===== src/rtl/meter_pkg.sv =====
// Shared definitions for the parking-meter command scheduler:
// command op encodings, command amounts, button indices, source ids, FSM states.
package meter_pkg;

  // Command op encodings on cmd_op (2'b11 is reserved and never driven)
  localparam logic [1:0] OP_ADD  = 2'b00;
  localparam logic [1:0] OP_LOAD = 2'b01;
  localparam logic [1:0] OP_DEC  = 2'b10;

  // Command amounts, in counter units
  localparam int AMT_ADD1  = 60;
  localparam int AMT_ADD2  = 120;
  localparam int AMT_ADD3  = 180;
  localparam int AMT_ADD4  = 300;
  localparam int AMT_LOAD1 = 16;
  localparam int AMT_LOAD2 = 150;
  localparam int AMT_DEC   = 1;

  // Button indices within btn_raw
  localparam int NUM_BTN  = 6;
  localparam int BTN_ADD1 = 0;
  localparam int BTN_ADD2 = 1;
  localparam int BTN_ADD3 = 2;
  localparam int BTN_ADD4 = 3;
  localparam int BTN_RST1 = 4;
  localparam int BTN_RST2 = 5;

  // Source id of the in-flight command: 0..5 are buttons, 6 is the tick
  localparam int         SRC_W    = 3;
  localparam logic [2:0] SRC_TICK = 3'd6;

  // Scheduler FSM states
  typedef enum logic {
    ST_IDLE,
    ST_ISSUE
  } state_t;

  // Amount for an ADD button, indexed 0..3
  function automatic int add_amount(input logic [1:0] idx);
    case (idx)
      2'd0:    return AMT_ADD1;
      2'd1:    return AMT_ADD2;
      2'd2:    return AMT_ADD3;
      default: return AMT_ADD4;
    endcase
  endfunction

endpackage


===== src/rtl/meter_btn_debounce.sv =====
// One front-panel button: 2-FF synchroniser, debounce counter, and a
// one-cycle pulse in the same cycle the debounced level rises.
// The debounced level only changes after DB_CYCLES consecutive cycles of the
// synced input disagreeing with it; releases produce no pulse.
module meter_btn_debounce #(
  parameter int DB_CYCLES = 500000
) (
  input  logic clk,
  input  logic rst,
  input  logic btn_raw,
  output logic rise
);

  localparam int CNT_W = (DB_CYCLES > 1) ? $clog2(DB_CYCLES + 1) : 1;

  logic             sync1_reg;
  logic             sync2_reg;
  logic             level_reg;
  logic             rise_reg;
  logic [CNT_W-1:0] cnt_reg;

  // Synchronise, count consecutive disagreeing cycles, flip level and flag rising edges
  always_ff @(posedge clk) begin
    if (rst) begin
      sync1_reg <= 1'b0;
      sync2_reg <= 1'b0;
      level_reg <= 1'b0;
      rise_reg  <= 1'b0;
      cnt_reg   <= '0;
    end else begin
      sync1_reg <= btn_raw;
      sync2_reg <= sync1_reg;
      rise_reg  <= 1'b0;
      if (sync2_reg != level_reg) begin
        if (cnt_reg == CNT_W'(DB_CYCLES - 1)) begin
          level_reg <= sync2_reg;
          rise_reg  <= sync2_reg;
          cnt_reg   <= '0;
        end else begin
          cnt_reg <= cnt_reg + 1'b1;
        end
      end else begin
        cnt_reg <= '0;
      end
    end
  end

  assign rise = rise_reg;

endmodule


===== src/rtl/meter_cmd_sched.sv =====
// Parking-meter command scheduler: debounces six buttons, generates the
// decrement tick and arbitrates everything into one valid/ready command
// stream so that only one agent ever writes the time counter.
// Optional feature: define METER_CMD_RR_EN for round-robin ADD selection;
// without it ADD buttons use fixed add1 > add2 > add3 > add4 priority.
module meter_cmd_sched
  import meter_pkg::*;
#(
  parameter int DB_CYCLES = 500000,
  parameter int TICK_DIV  = 100000000,
  parameter int AMT_W     = 14
) (
  input  logic             clk,
  input  logic             rst,
  input  logic [5:0]       btn_raw,
  output logic             cmd_valid,
  output logic [1:0]       cmd_op,
  output logic [AMT_W-1:0] cmd_amount,
  input  logic             cmd_ready,
  output logic             tick_ovf,
  output logic             busy
);

  localparam int DIV_W = $clog2(TICK_DIV);

  logic [NUM_BTN-1:0] rise;
  logic [NUM_BTN-1:0] pend_reg, pend_next;
  logic [DIV_W-1:0]   div_reg;
  logic               wrap;
  logic [1:0]         tick_pend_reg, tick_pend_next;
  logic               tick_ovf_reg;
  logic               tick_lost;
  logic               xfer;
  logic               dec_xfer;

  state_t             state_reg, state_next;
  logic               cmd_valid_reg, cmd_valid_next;
  logic [1:0]         cmd_op_reg, cmd_op_next;
  logic [AMT_W-1:0]   cmd_amount_reg, cmd_amount_next;
  logic [SRC_W-1:0]   win_reg, win_next;

  logic               sel_valid;
  logic [1:0]         sel_op;
  logic [AMT_W-1:0]   sel_amount;
  logic [SRC_W-1:0]   sel_src;
  logic               add_found;
  logic [1:0]         add_idx;

  generate
    for (genvar gi = 0; gi < NUM_BTN; gi++) begin : g_btn
      meter_btn_debounce #(.DB_CYCLES(DB_CYCLES)) u_db (
        .clk     (clk),
        .rst     (rst),
        .btn_raw (btn_raw[gi]),
        .rise    (rise[gi])
      );
    end
  endgenerate

  assign xfer     = cmd_valid_reg & cmd_ready;
  assign dec_xfer = xfer && (win_reg == SRC_TICK);
  assign wrap     = (div_reg == DIV_W'(TICK_DIV - 1));

  // Tick divider free-runs 0..TICK_DIV-1
  always_ff @(posedge clk) begin
    if (rst) begin
      div_reg <= '0;
    end else if (wrap) begin
      div_reg <= '0;
    end else begin
      div_reg <= div_reg + 1'b1;
    end
  end

  // Pending tick count: +1 on wrap, -1 on DEC transfer, saturating at 3.
  // A wrap coinciding with a DEC transfer frees a slot, so that tick is not lost.
  always_comb begin
    tick_pend_next = tick_pend_reg;
    tick_lost      = 1'b0;
    if (wrap && !dec_xfer) begin
      if (tick_pend_reg == 2'd3) begin
        tick_lost = 1'b1;
      end else begin
        tick_pend_next = tick_pend_reg + 2'd1;
      end
    end else if (!wrap && dec_xfer) begin
      tick_pend_next = tick_pend_reg - 2'd1;
    end
  end

  // Button pending flags: the winner clears on transfer, a LOAD transfer clears
  // every button flag; a rise in the same cycle still lands as a new request.
  always_comb begin
    pend_next = pend_reg;
    if (xfer && (win_reg != SRC_TICK)) begin
      if (cmd_op_reg == OP_LOAD) begin
        pend_next = '0;
      end else begin
        for (int i = 0; i < NUM_BTN; i++) begin
          if (win_reg == SRC_W'(i)) begin
            pend_next[i] = 1'b0;
          end
        end
      end
    end
    pend_next = pend_next | rise;
  end

  // Pending state and sticky overflow
  always_ff @(posedge clk) begin
    if (rst) begin
      pend_reg      <= '0;
      tick_pend_reg <= 2'd0;
      tick_ovf_reg  <= 1'b0;
    end else begin
      pend_reg      <= pend_next;
      tick_pend_reg <= tick_pend_next;
      if (tick_lost) begin
        tick_ovf_reg <= 1'b1;
      end
    end
  end

`ifdef METER_CMD_RR_EN
  logic [1:0] rr_ptr_reg;
  logic [1:0] rr_idx;

  // Round-robin ADD pick: first pending flag at or after the pointer
  always_comb begin
    add_found = 1'b0;
    add_idx   = 2'd0;
    rr_idx    = 2'd0;
    for (int k = 3; k >= 0; k--) begin
      rr_idx = rr_ptr_reg + 2'(k);
      if (pend_reg[rr_idx]) begin
        add_found = 1'b1;
        add_idx   = rr_idx;
      end
    end
  end

  // Pointer moves to one past the last granted ADD, only on an ADD transfer
  always_ff @(posedge clk) begin
    if (rst) begin
      rr_ptr_reg <= 2'd0;
    end else if (xfer && (cmd_op_reg == OP_ADD)) begin
      rr_ptr_reg <= win_reg[1:0] + 2'd1;
    end
  end
`else
  // Fixed ADD pick: lowest-index pending button wins
  always_comb begin
    add_found = 1'b0;
    add_idx   = 2'd0;
    for (int k = 3; k >= 0; k--) begin
      if (pend_reg[k]) begin
        add_found = 1'b1;
        add_idx   = 2'(k);
      end
    end
  end
`endif

  // Request priority: LOAD (rst1 > rst2) > DEC > ADD
  always_comb begin
    sel_valid  = 1'b1;
    sel_op     = OP_ADD;
    sel_amount = AMT_W'(add_amount(add_idx));
    sel_src    = SRC_W'(add_idx);
    if (pend_reg[BTN_RST1]) begin
      sel_op     = OP_LOAD;
      sel_amount = AMT_W'(AMT_LOAD1);
      sel_src    = SRC_W'(BTN_RST1);
    end else if (pend_reg[BTN_RST2]) begin
      sel_op     = OP_LOAD;
      sel_amount = AMT_W'(AMT_LOAD2);
      sel_src    = SRC_W'(BTN_RST2);
    end else if (tick_pend_reg != 2'd0) begin
      sel_op     = OP_DEC;
      sel_amount = AMT_W'(AMT_DEC);
      sel_src    = SRC_TICK;
    end else if (!add_found) begin
      sel_valid = 1'b0;
    end
  end

  // FSM next state: latch a winner in IDLE, hold it in ISSUE until accepted
  always_comb begin
    state_next      = state_reg;
    cmd_valid_next  = cmd_valid_reg;
    cmd_op_next     = cmd_op_reg;
    cmd_amount_next = cmd_amount_reg;
    win_next        = win_reg;
    case (state_reg)
      ST_IDLE: begin
        if (sel_valid) begin
          state_next      = ST_ISSUE;
          cmd_valid_next  = 1'b1;
          cmd_op_next     = sel_op;
          cmd_amount_next = sel_amount;
          win_next        = sel_src;
        end
      end
      ST_ISSUE: begin
        if (cmd_ready) begin
          state_next     = ST_IDLE;
          cmd_valid_next = 1'b0;
        end
      end
      default: begin
        state_next     = ST_IDLE;
        cmd_valid_next = 1'b0;
      end
    endcase
  end

  // FSM and presented-command registers
  always_ff @(posedge clk) begin
    if (rst) begin
      state_reg      <= ST_IDLE;
      cmd_valid_reg  <= 1'b0;
      cmd_op_reg     <= OP_ADD;
      cmd_amount_reg <= '0;
      win_reg        <= '0;
    end else begin
      state_reg      <= state_next;
      cmd_valid_reg  <= cmd_valid_next;
      cmd_op_reg     <= cmd_op_next;
      cmd_amount_reg <= cmd_amount_next;
      win_reg        <= win_next;
    end
  end

  assign cmd_valid  = cmd_valid_reg;
  assign cmd_op     = cmd_op_reg;
  assign cmd_amount = cmd_amount_reg;
  assign tick_ovf   = tick_ovf_reg;
  assign busy       = cmd_valid_reg | (|pend_reg) | (tick_pend_reg != 2'd0);

endmodule


===== config.mk =====
export PLATFORM = sky130hd
export DESIGN_NAME = meter_cmd_sched
export DESIGN_NICKNAME = d
export VERILOG_FILES = /design/src/rtl/meter_pkg.sv /design/src/rtl/meter_btn_debounce.sv /design/src/rtl/meter_cmd_sched.sv
export SDC_FILE = /design/constraint.sdc
export NUM_CORES = 1
export LEC_CHECK = 0
export BUFFER_PORTS_ARGS = -buffer_cell sky130_fd_sc_hd__buf_2
export CAP_MARGIN = 10
export CORE_MARGIN = 2
export CORE_UTILIZATION = 55
export DETAILED_ROUTE_END_ITERATION = 7
export GPL_TIMING_DRIVEN = 0
export PLACE_DENSITY = 0.72
export REMOVE_ABC_BUFFERS = 1
export SYNTH_ARGS = -nofsm -noshare
export SYNTH_HDL_FRONTEND = slang
export SYNTH_HIERARCHICAL = 1
export SYNTH_SLANG_ARGS = --single-unit

===== constraint.sdc =====
create_clock -name clk -period 3.3 [get_ports clk]
set_input_delay 0.66 -clock clk [delete_from_list [all_inputs] [get_ports clk]]
set_output_delay 0.66 -clock clk [all_outputs]
set_load 0.05 [all_outputs]

* Yosys cells after proc, flatten, opt, wreduce, memory -nomap -nowiden
Index checks and enable logic that the tools add are counted.
** Word-level totals
- Input port bits :: 9
- Bits in registers :: 195
- Output and inout bits :: 19
- Word-level logic and storage cells :: 166
** Operators by class
- Bitwise logic cells :: 17
- Equality and inequality tests :: 27
- Multiplexer cells :: 41
- Reduce and logical (&&, ||, !) cells :: 33
- Add/subtract/negate cells :: 9
** Operator list (count)
- $add 19x1->19 const B :: 6
- $eq 19x19->1 const B :: 6
- $mux 14 :: 3
- $reduce_or 3->1 :: 12
- $add 27x1->27 const B :: 1
- $eq 27x27->1 const B :: 1
- $pmux 9 s3 :: 1
- $mux 1 :: 20
- $mux 2 :: 10
- $reduce_and 2->1 :: 9
- $not 1->1 :: 13
- $mux 6 :: 2
- $eq 3x3->1 const B :: 3
- $mux 3 :: 3
- $eq 3x2->1 const B :: 2
- $ne 1x1->1 :: 6
- $ne 2x2->1 const B :: 3
- $or 6x6->6 :: 1
- $reduce_or 6->1 :: 1
- $eq 2x1->1 const B :: 2
- $eq 2x2->1 const B :: 2
- $logic_and 1x1->1 :: 4
- $pmux 1 s2 :: 2
- $reduce_bool 2->1 :: 2
- other kinds (10) :: 12

* Logic depth before layout (Yosys ltp)
Gate-level depths: netlist of the first run.
- Depth in word-level cells :: 10
- Depth in mapped cells :: 6
- Gate-level depth less buffers :: 6

* By module
Netlist of the first run, hierarchy kept.
** By module, submodules not included
- meter_btn_debounce :: cells each 112, area each 1076.0 µm², seq. area each 460.4 µm², instances 6
- meter_cmd_sched :: cells each 267, area each 2298.5 µm², seq. area each 1021.0 µm², instances 1

* Worst setup path before layout of the first run
OpenSTA, ideal clock, no wires.
- Path type :: reg2out
- From :: reg pend_reg[1]
- To :: out busy
- Buffers on the path :: 0
- Path slack :: 1154 ps
- Data required time :: 2640 ps
- Stages on the path, launching flop included :: 3
- Arrival :: 1486 ps
- Cells stage by stage :: dfxtp_1 -> or4_1 -> or3_1
** Between the ends
- Word-level cells in the longest chain between the ends :: 3
** RTL lines
- start: declaration :: RTL line meter_cmd_sched.sv:27 : logic [NUM_BTN-1:0] pend_reg, pend_next;
- start signal: assignment :: RTL line meter_cmd_sched.sv:116 : pend_reg <= pend_next;
- $reduce_or 6->1 :: RTL line meter_cmd_sched.sv:238 : assign busy = cmd_valid_reg | (|pend_reg) | (tick_pend_reg != 2'd0);
- $or 1x1->1 (2 in a row) :: RTL line meter_cmd_sched.sv:238
- end: declaration :: RTL line meter_cmd_sched.sv:21 : output logic busy
No other way between the ends.

* Worst setup path after layout of the first run
Same ends and word-level chain as after synthesis.

==> qor.csv, run 1 <==
metric;value;unit
outcome;finished clean;
cts_hold_buf;0;
fin_nets;982;
core_area;0.0157;mm2
synth_ff_type;dfxtp_1;
core.rowCount;46;
endpoint_kind;output port;
cts_max_level;4;
hold_violations;0;
gp_congestion;0.810;
placed_area;0.00905;mm2
insertion_delay;0.42;ns
hold_depth;1;
drive_gt1_share;13.9;%
utilization;61.6;%
r2r_start;div_reg[0];
fmax;374;MHz
io-pin-count;28;
grt_usage;19.4;%
largest_reg_flops;114;
worst_pin_slew;1.09;ns
worstPathRequired;2.64;ns
cellPowerDensity;467;mW/mm2
fillCellCount;1391;
cts_sinks;189;
fin_setup_tns;0;ns
stdcell_area;0.00968;mm2
syn_area_per_cell;9.32;um2
grt_max_degree;61;
ys_ff_latch;189;
post_cts_buffers;0;
synthMuxAreaShare;1.66;%
crit_arrival;2.01;ns
slowest_delay;0.60;ns
grt_pass1_vias;5807;
max-clock-path-buffers;2;
drv_cap;0;
cts_resized;0;
syn_inst;939;
drtIter0Drc;279;
synth_top_family_by_area;simple AND/OR/NAND/NOR gates;
syn_area;0.00875;mm2
die_h;130;um
dr.pass1.iters;5;
async_flop_share;0;%
die-area;0.0169;mm2
critPathBufInv;1;
wl_per_cell;12.9;um
reg2reg_to;tick_pend_reg[0];
setup_viol;0;
port_buffers;22;
slowest_stage;or4_1;
worstPathCellList;or4_1, or3_1, buf_2;
holdCritStartpoint;g_btn[2].u_db/sync1_reg;
synth-edff-count;0;
cts_tree;built;
grt.overflow.total;0;
peakVddDrop;372;uV
wl;15400;um
clk_pin_slew;0.07;ns
totalPowerFinal;0.00453;W
syn2layout_area_growth;10.6;%
antenna_cells;0;
rsz0062_at_grt;no;
critical_path.max_fanout;7;
worstHoldEndpoint;g_btn[2].u_db/sync2_reg;
yosysWarnings;6;
vias;6409;
synth_compound_area_share;5.63;%
grt_pass1_wl;27000;um
fp.dieW;130;um
hpwl;10600;um
crit_type;reg2out;
r2r_slack;1.23;ns
rr_worst_depth;6;
hp-class;reg2reg;
fin_skew;0.00758;ns
synth_cell_type_count;55;
ant_nets;0;
numCtsBuffers;17;
max_slew_margin;27.2;%
critPathTopFamily;simple AND/OR/NAND/NOR gates;
cts_root_buffer;clkbuf_16;
yosys.area_share.adder;1.00;%
drc;0;
vias_per_cell;5.36;
antenna_found_initial;0;
crit_path_start_kind;flop;
timing.final.crit_period;2.67;ns
synth_xor_area_share;11.4;%
p_leak;3.46;nW
synth-seq-area-share;43.2;%
period_share;80.9;%
slew_violations;0;
yosys.area_share.simple;34.7;%
initial_core_util;55.7;%
kinds of logic (layout without fill, tap and decap cells):
| logic type | after synthesis | after routing |
|---|---|---|
| adders and majority gates | 7 | 7 |
| AOI/OAI and AO/OA | 79 | 79 |
| and+or+nand+nor | 494 | 494 |
| DFF | 189 | 189 |
| buffers and inverters | 42 | 78 |
| muxes | 13 | 13 |
| xor gates and xnor gates | 114 | 114 |
| other | 1 | 5 |
metrics by stage:
step	hold WS, ns	setup slack, ns	instances
5_1_grt	0.439	0.525	1195
6_report	0.435	0.629	1195
2_1_floorplan	0.413	1.15	924
3_3_place_gp	0.417	0.489	1162
4_1_cts	0.427	0.608	1195
3_5_place_dp	0.420	0.865	1163
worst reg2reg max path, stage by stage (launching register included):
cell and delay, ns:
dfxtp_1 0.37, ha_1 0.24, and4_1 0.25, nand2_1 0.18, or4_1 0.57, o2111ai_1 0.24, o31ai_2 0.10
layout make-up:
class	instances	area (um2)	share of cell area (%)
Tap cell	216	270	2.79
Clock inverter	14	190	1.96
Timing Repair Buffer	23	125	1.29
Clock buffer	18	439	4.54
Sequential cell	189	3780	39.1
Inverter	23	86.3	0.892
Multi-Input combinational cell	712	4790	49.5
routing by layer:
layer	GRT usage [%]	wire (um)
met1	26.8	7770
met5	0	0
met2	30.8	7000
met4	3.80	101
met3	5.17	562
Yosys cell counts, types with 15 or more instances:
cell | instances | share of area [%]
nand2_1 | 49 | 2.1
nor4_1 | 28 | 2.0
nor2b_1 | 15 | 1.1
inv_1 | 23 | 0.99
and3_1 | 27 | 1.9
xnor2_1 | 88 | 8.8
nand4_1 | 17 | 1.2
a21oi_1 | 36 | 2.1
nand3_1 | 56 | 3.2
xor2_1 | 26 | 2.6
dfxtp_1 | 189 | 43
nor2_1 | 159 | 6.8
nor3_1 | 32 | 1.8
o21ai_0 | 15 | 0.86
worst max-delay path by stage:
stage	from	endpoint	slack (ns)	cells past startpoint
2_1_floorplan	pend_reg[1]	busy	1.15	2
3_3_place_gp	div_reg[0]	div_reg[12]	0.49	5
3_5_place_dp	rst	div_reg[2]	0.87	5
4_1_cts	pend_reg[1]	busy	0.61	3
5_1_grt	pend_reg[1]	busy	0.53	3
6_report	pend_reg[1]	busy	0.63	3
cells in the final DEF (no fill, tap or decap), types with 5 or more instances in the layout:
cell / n
and4b_1: 6
nand4_4: 6
nand4_1: 17
o21a_1: 6
nor4b_1: 12
dfxtp_1: 189
inv_1: 23
nor2b_1: 15
nand4b_1: 6
and3_1: 27
o21ai_0: 15
nand3_2: 6
nor4_1: 28
nor2_1: 159
and2_2: 6
nand3_1: 56
conb_1: 5
and3_2: 13
xnor2_1: 88
nand2_1: 49
clkbuf_16: 17
ha_1: 7
nor4b_2: 6
xor2_1: 26
mux2_2: 6
nor3_1: 32
a21oi_1: 36
nor4_4: 12
and3b_1: 8
nand4_2: 13
mux2_1: 6
buf_2: 22
o21ai_2: 6
report_power, final:
group	total, W	leakage, nW	switching (W)	internal, W
combinational	0.0000668	1.63	0.0000489	0.0000179
clock	0.00216	0.307	0.000866	0.00129
sequential	0.00230	1.53	0.00000952	0.00229
(Power assumes the default switching activity.)
==> run 2: changes to the inputs <==
--- a/config.mk
+++ b/config.mk
@@ -5,6 +5,7 @@
 export SDC_FILE = /design/constraint.sdc
 export NUM_CORES = 1
 export LEC_CHECK = 0
+export ABC_AREA = 1
 export BUFFER_PORTS_ARGS = -buffer_cell sky130_fd_sc_hd__buf_2
 export CAP_MARGIN = 10
 export CORE_MARGIN = 2
==> constraint.sdc (replaced) <==
create_clock -name clk -period 2.6 [get_ports clk]
set_input_delay 0.52 -clock clk [delete_from_list [all_inputs] [get_ports clk]]
set_output_delay 0.52 -clock clk [all_outputs]
set_load 0.05 [all_outputs]
==> run 2 against run 1 <==
  * Combinational power rose by 36%
  * Total power rose by 23%
  * Final area rose by 8.4%
  * Synthesized cell count rose by 56%
  * Cell count rose by 45%
  * Sequential power rose by 27%
  * Area after synthesis rose by 10%
  * Register-to-register slack got worse by 0.43 ns
  * Via count rose by 34%
  * Clock power rose by 18%
  * Utilization fell by 0.75 points
  * Global-route usage rose by 2.2 points
==> qor.csv, run 2 <==
metric;value;unit;change
mostFrequentLayoutCells;nand2_1, nor2_1, dfxtp_1;;
fp.dieW;137;um;+4.9%
die-area;0.0187;mm2;+10%
hpwl;14100;um;+33%
synth_xor_area_share;3.35;%;-8.1 points
syn_inst;1464;;+56%
die_h;137;um;+4.9%
peakVddDrop;472;uV;+27%
synth_commonest_cells;nand2_1, nor2_1, dfxtp_1;;
met2_length;8640;um;+24%
grt_max_degree;51;;-16%
synth-edff-count;0;;unchanged
wl_per_cell;11.2;um;-13%
cts_root_buffer;clkbuf_16;;
cts_tree;built;;
drive_gt1_share;9.91;%;-4.0 points
synth_cell_type_count;33;;-40%
wl;19300;um;+25%
p_leak;3.52;nW;+1.7%
numCtsBuffers;17;;unchanged
ant_nets;0;;unchanged
worst_pin_slew;0.989;ns;-0.103 ns
wl_met3;855;um;+52%
hold_violations;0;;unchanged
synthMuxAreaShare;0;%;-1.7 points
post_cts_buffers;0;;unchanged
yosysTopAreaCell;dfxtp_1;;
yosysWarnings;6;;unchanged
cellPowerDensity;529;mW/mm2;+13%
drtIter0Drc;396;;+42%
clk_pin_slew;0.07;ns;about the same
fillCellCount;1637;;+18%
max_slew_margin;34.1;%;+6.9 points
worstPathRequired;2.08;ns;-0.56 ns
rsz0062_at_grt;no;;
yosys.area_share.adder;0.906;%;-0.095 points
drv_cap;0;;unchanged
fin_skew;0.00803;ns;+0.000457 ns
core.rowCount;48;;+4.3%
layout_commonest_cell;nand2_1;;
async_flop_share;0;%;unchanged
ys_ff_latch;189;;unchanged
endpoint_kind;output port;;
syn_area_per_cell;6.61;um2;-29%
outcome;finished clean;;
slew_violations;0;;unchanged
yosys.area_share.simple;41.4;%;+6.7 points
drc;0;;unchanged
antenna_found_initial;0;;unchanged
fin_setup_tns;0;ns;unchanged
synth_top_family_by_area;simple AND/OR/NAND/NOR gates;;
dr.pass1.iters;5;;unchanged
crit_arrival;1.70;ns;-0.31 ns
grt_pass1_wl;33000;um;+22%
grt.overflow.total;0;;unchanged
period_share;85.5;%;
synthMostInstantiatedCell;nand2_1;;
hp-class;in2reg;;
m1WireLength;9640;um;+24%
fin_cells;1729;;+45%
cts_max_level;4;;unchanged
vias;8583;;+34%
gp_congestion;0.856;;+5.7%
grt_usage;21.6;%;+2.2 points
max-clock-path-buffers;2;;unchanged
top_layer;met4;;
timing.final.crit_period;2.22;ns;
grt_pass1_vias;7669;;+32%
synth_top_area_share;39.1;%;-4.1 points
synth_ff_type;dfxtp_1;;
synth-seq-area-share;39.1;%;-4.1 points
setup_viol;0;;unchanged
cts_sinks;189;;unchanged
critical_path.max_fanout;6;;-1
numPlacedInstances;1697;;+46%
cts_resized;0;;unchanged
initial_core_util;56.1;%;+0.39 points
cts_hold_buf;0;;unchanged
insertion_delay;0.43;ns;about the same
crit_path_start_kind;flop;;
syn2layout_area_growth;8.50;%;
crit_type;reg2out;;
vias_per_cell;4.96;;-7.4%
fin_nets;1507;;+53%
syn_area;0.00967;mm2;+10%
io-pin-count;28;;unchanged
largest_reg_flops;114;;unchanged
port_buffers;22;;unchanged
synthTopCellsByArea;dfxtp_1, nand2_1, nor2_1;;
antenna_cells;0;;unchanged
core_area;0.0172;mm2;+9.7%
synth_compound_area_share;6.48;%;+0.85 points
fmax;450;MHz;
run 2: cell count changes after synthesis, moves of 13 or more:
| cell | delta |
|---|---|
| nor2b_1 | -15 |
| and3_1 | -26 |
| nand4_2 | -13 |
| a21oi_1 | +34 |
| and3_2 | -13 |
| nor2_2 | +33 |
| nor2_1 | +142 |
| nand3_1 | +32 |
| inv_1 | +158 |
| nand2_1 | +324 |
| nand2_2 | +16 |
| nor4_1 | -28 |
| xnor2_1 | -80 |
run 2: layout make-up:
| class | count | area [um2] | share of cell area [%] |
|---|---|---|---|
| well taps | 225 | 282 | 2.68 |
| clock inverters | 14 | 145 | 1.38 |
| flip-flops and latches | 189 | 3780 | 36.1 |
| repair buffers | 22 | 110 | 1.05 |
| inverters | 181 | 679 | 6.48 |
| clock buffers | 18 | 429 | 4.09 |
| multi-input cells | 1080 | 5060 | 48.3 |
run 2: cells by family after synthesis:
group                      after synthesis
other                                    1
and+or+nand+nor                        918
AOI/OAI and AO/OA                      113
DFF                                    189
xor gates and xnor gates                37
buffers and inverters                  199
adders and majority gates                7
run 2: through the flow:
stage	worst slack [ns]	cell area, um2	utilization (%)	total power, W	hold WS, ns
final	0.378	10500	60.9	0.00555	0.289
after global routing	0.211	10500	60.9	0.00574	0.282
after CTS	0.369	10500	60.9	0.00561	0.276
after detailed placement	0.422	9920	57.5	0.00308	0.396
after global placement	0.399	9920	57.5	0.00308	0.393
after floorplan	0.982	9530	-	0.00304	0.388
run 2: routing by layer:
| layer | GRT usage (%) | vias up |
|---|---|---|
| met5 | 0 | - |
| met4 | 6.42 | 0 |
| met3 | 5.15 | 17 |
| met2 | 35.2 | 129 |
| met1 | 28.3 | 3812 |
| li1 | - | 4625 |
run 2: where the power goes:
group | total (W) | switching (W) | internal (W)
Combinational | 0.0000909 | 0.0000697 | 0.0000212
Clock | 0.00254 | 0.00113 | 0.00142
Sequential | 0.00292 | 0.0000112 | 0.00291
Total | 0.00555 | 0.00121 | 0.00435
run 2: critical path, cell delays in order, from the launching register on:
cell,delay [ns]
dfxtp_1,0.32
nor2_1,0.32
nand4_1,0.24
inv_1,0.13
nand2_1,0.05
buf_2,0.20
run 2: final timing paths:
check | from | endpoint | slack [ns] | depth (start not counted)
setup / recovery | tick_pend_reg[1] | busy | 0.38 | 5
hold reg to reg | g_btn[3].u_db/sync1_reg | g_btn[3].u_db/sync2_reg | 0.40 | 2
hold / removal | btn_raw[5] | g_btn[5].u_db/sync1_reg | 0.29 | 3
setup reg to reg | tick_pend_reg[1] | cmd_amount[6] | 0.80 | 7
==> run 3: changes to the inputs <==
--- a/config.mk
+++ b/config.mk
@@ -5,7 +5,6 @@
 export SDC_FILE = /design/constraint.sdc
 export NUM_CORES = 1
 export LEC_CHECK = 0
-export ABC_AREA = 1
 export BUFFER_PORTS_ARGS = -buffer_cell sky130_fd_sc_hd__buf_2
 export CAP_MARGIN = 10
 export CORE_MARGIN = 2
==> run 3 against run 2 <==
  * Fmax fell by 11%
  * Worst setup slack worse by 0.27 ns
  * Clock skew decreased by 0.00078 ns
  * Die area decreased by 9.2%
  * Sequential power hardly changed
  * Final area shrank 7.7%
  * Clock-buffer cell count stayed put
  * Cell count is 31% lower
  * Critical path depth down 2
  * Critical path type unchanged
  * Highest routed layer unchanged
==> qor.csv, run 3 (synthesis results as in run 1) <==
metric;value;unit;change
slowest_stage;or4_1;;
timing.final.crit_period;2.50;ns;+0.273 ns
fmax;401;MHz;-11%
wl_per_cell;12.9;um;+16%
hpwl;10600;um;-25%
fillCellCount;1389;;-15%
vias_per_cell;5.37;;+8.1%
worst_pin_slew;1.10;ns;+0.115 ns
cts_root_buffer;clkbuf_16;;
stdcell_area;0.00969;mm2;-7.7%
grt_usage;19.4;%;-2.2 points
mostFrequentLayoutCells;dfxtp_1, nor2_1, xnor2_1;;
hp-class;in2reg;;
crit_path_start_kind;flop;;
grt_pass1_wl;27000;um;-18%
numPlacedInstances;1163;;-31%
cts_sinks;189;;unchanged
vias;6414;;-25%
holdWs;0.303;ns;+0.0139 ns
crit_arrival;1.98;ns;+0.28 ns
slowest_delay;0.58;ns;+0.26 ns
largest_reg_flops;114;;unchanged
layout.area.seq;0.00378;mm2;unchanged
fin_setup_tns;0;ns;unchanged
drive_gt1_share;14.0;%;+4.1 points
port_buffers;22;;unchanged
antenna_found_initial;0;;unchanged
cts_max_level;4;;unchanged
grt_pass1_vias;5807;;-24%
core.rowCount;46;;-4.2%
gp_congestion;0.810;;-5.4%
numCtsBuffers;17;;unchanged
p_leak;3.46;nW;-1.7%
hold_violations;0;;unchanged
crit_type;reg2out;;
critPathBufInv;1;;-1
die-area;0.0169;mm2;-9.2%
critical_path.max_fanout;8;;+2
initial_core_util;55.7;%;-0.39 points
io-pin-count;28;;unchanged
insertion_delay;0.42;ns;about the same
worstPathRequired;2.08;ns;about the same
layout_commonest_cell;dfxtp_1;;
max_slew_margin;26.4;%;-7.7 points
fp.dieW;130;um;-4.7%
multiInputGateArea;0.00479;mm2;-5.4%
drtIter0Drc;280;;-29%
max-clock-path-buffers;2;;unchanged
placed_area;0.00905;mm2;-8.7%
period_share;96.0;%;+11 points
fin_cells;1195;;-31%
rsz0062_at_grt;no;;
drc;0;;unchanged
die_h;130;um;-4.7%
cts_hold_buf;0;;unchanged
ant_nets;0;;unchanged
grt.overflow.total;0;;unchanged
worstPathCellList;or4_1, or3_1, buf_2;;
dr.pass1.iters;5;;unchanged
drv_cap;0;;unchanged
grt_max_degree;61;;+20%
slew_violations;0;;unchanged
outcome;finished clean;;
cellPowerDensity;593;mW/mm2;+12%
clk_pin_slew;0.07;ns;about the same
wl;15400;um;-20%
endpoint_kind;output port;;
peakVddDrop;471;uV;about the same
core_area;0.0157;mm2;-8.8%
antenna_cells;0;;unchanged
fin_nets;982;;-35%
cts_tree;built;;
setup_viol;0;;unchanged
critPathTopFamily;simple AND/OR/NAND/NOR gates;;
totalPowerFinal;0.00574;W;+3.5%
fin_skew;0.00726;ns;-0.000776 ns
syn2layout_area_growth;10.6;%;
==> run 3: where the power goes <==
group | internal [W] | switching (W)
clock network | 0.00164 | 0.00110
registers | 0.00291 | 0.0000121
logic | 0.0000227 | 0.0000622
total | 0.00457 | 0.00117
==> run 3: timing repair <==
action / 4_1_cts / 5_1_grt
endpoints found under the hold margin: 0 / 0
setup buffers: 0 / 0
resized for setup: 0 / 1
endpoints found under the setup margin: 0 / 1
==> run 3: metal layers <==
| metal | share of wire (%) | vias up | track usage, % |
|---|---|---|---|
| met1 | 50 | 2975 | 26.8 |
| met3 | 3.7 | 7 | 5.17 |
| met2 | 45 | 60 | 30.8 |
| met4 | 0.65 | 0 | 3.80 |
| li1 | - | 3372 | - |
| met5 | 0 | - | 0 |
==> run 3: stage by stage <==
step / util [%] / worst slack, ns
final: 61.6 / 0.104
after global routing: 61.6 / 0.0214
after CTS: 61.6 / 0.0477
after detailed placement: 57.6 / 0.305
after global placement: 57.5 / -0.211
after floorplan: - / 0.466
==> run 3: worst paths after layout <==
path                           startpoint                      end  slack, ns  cells past startpoint
setup / recovery              pend_reg[5]                     busy       0.10                      3
hold / removal                 btn_raw[1]  g_btn[1].u_db/sync1_reg       0.30                      2
setup reg to reg               div_reg[0]         tick_pend_reg[0]       0.52                      6
hold reg to reg   g_btn[2].u_db/sync1_reg  g_btn[2].u_db/sync2_reg       0.43                      1
==> run 3: area by class of cell <==
cell class / count / share of cell area, %
Multi-Input combinational cell: 712 / 49.5
Tap cell: 216 / 2.79
Clock buffer: 18 / 4.53
Clock inverter: 14 / 1.96
Inverter: 23 / 0.891
Timing Repair Buffer: 23 / 1.29
Sequential cell: 189 / 39.1
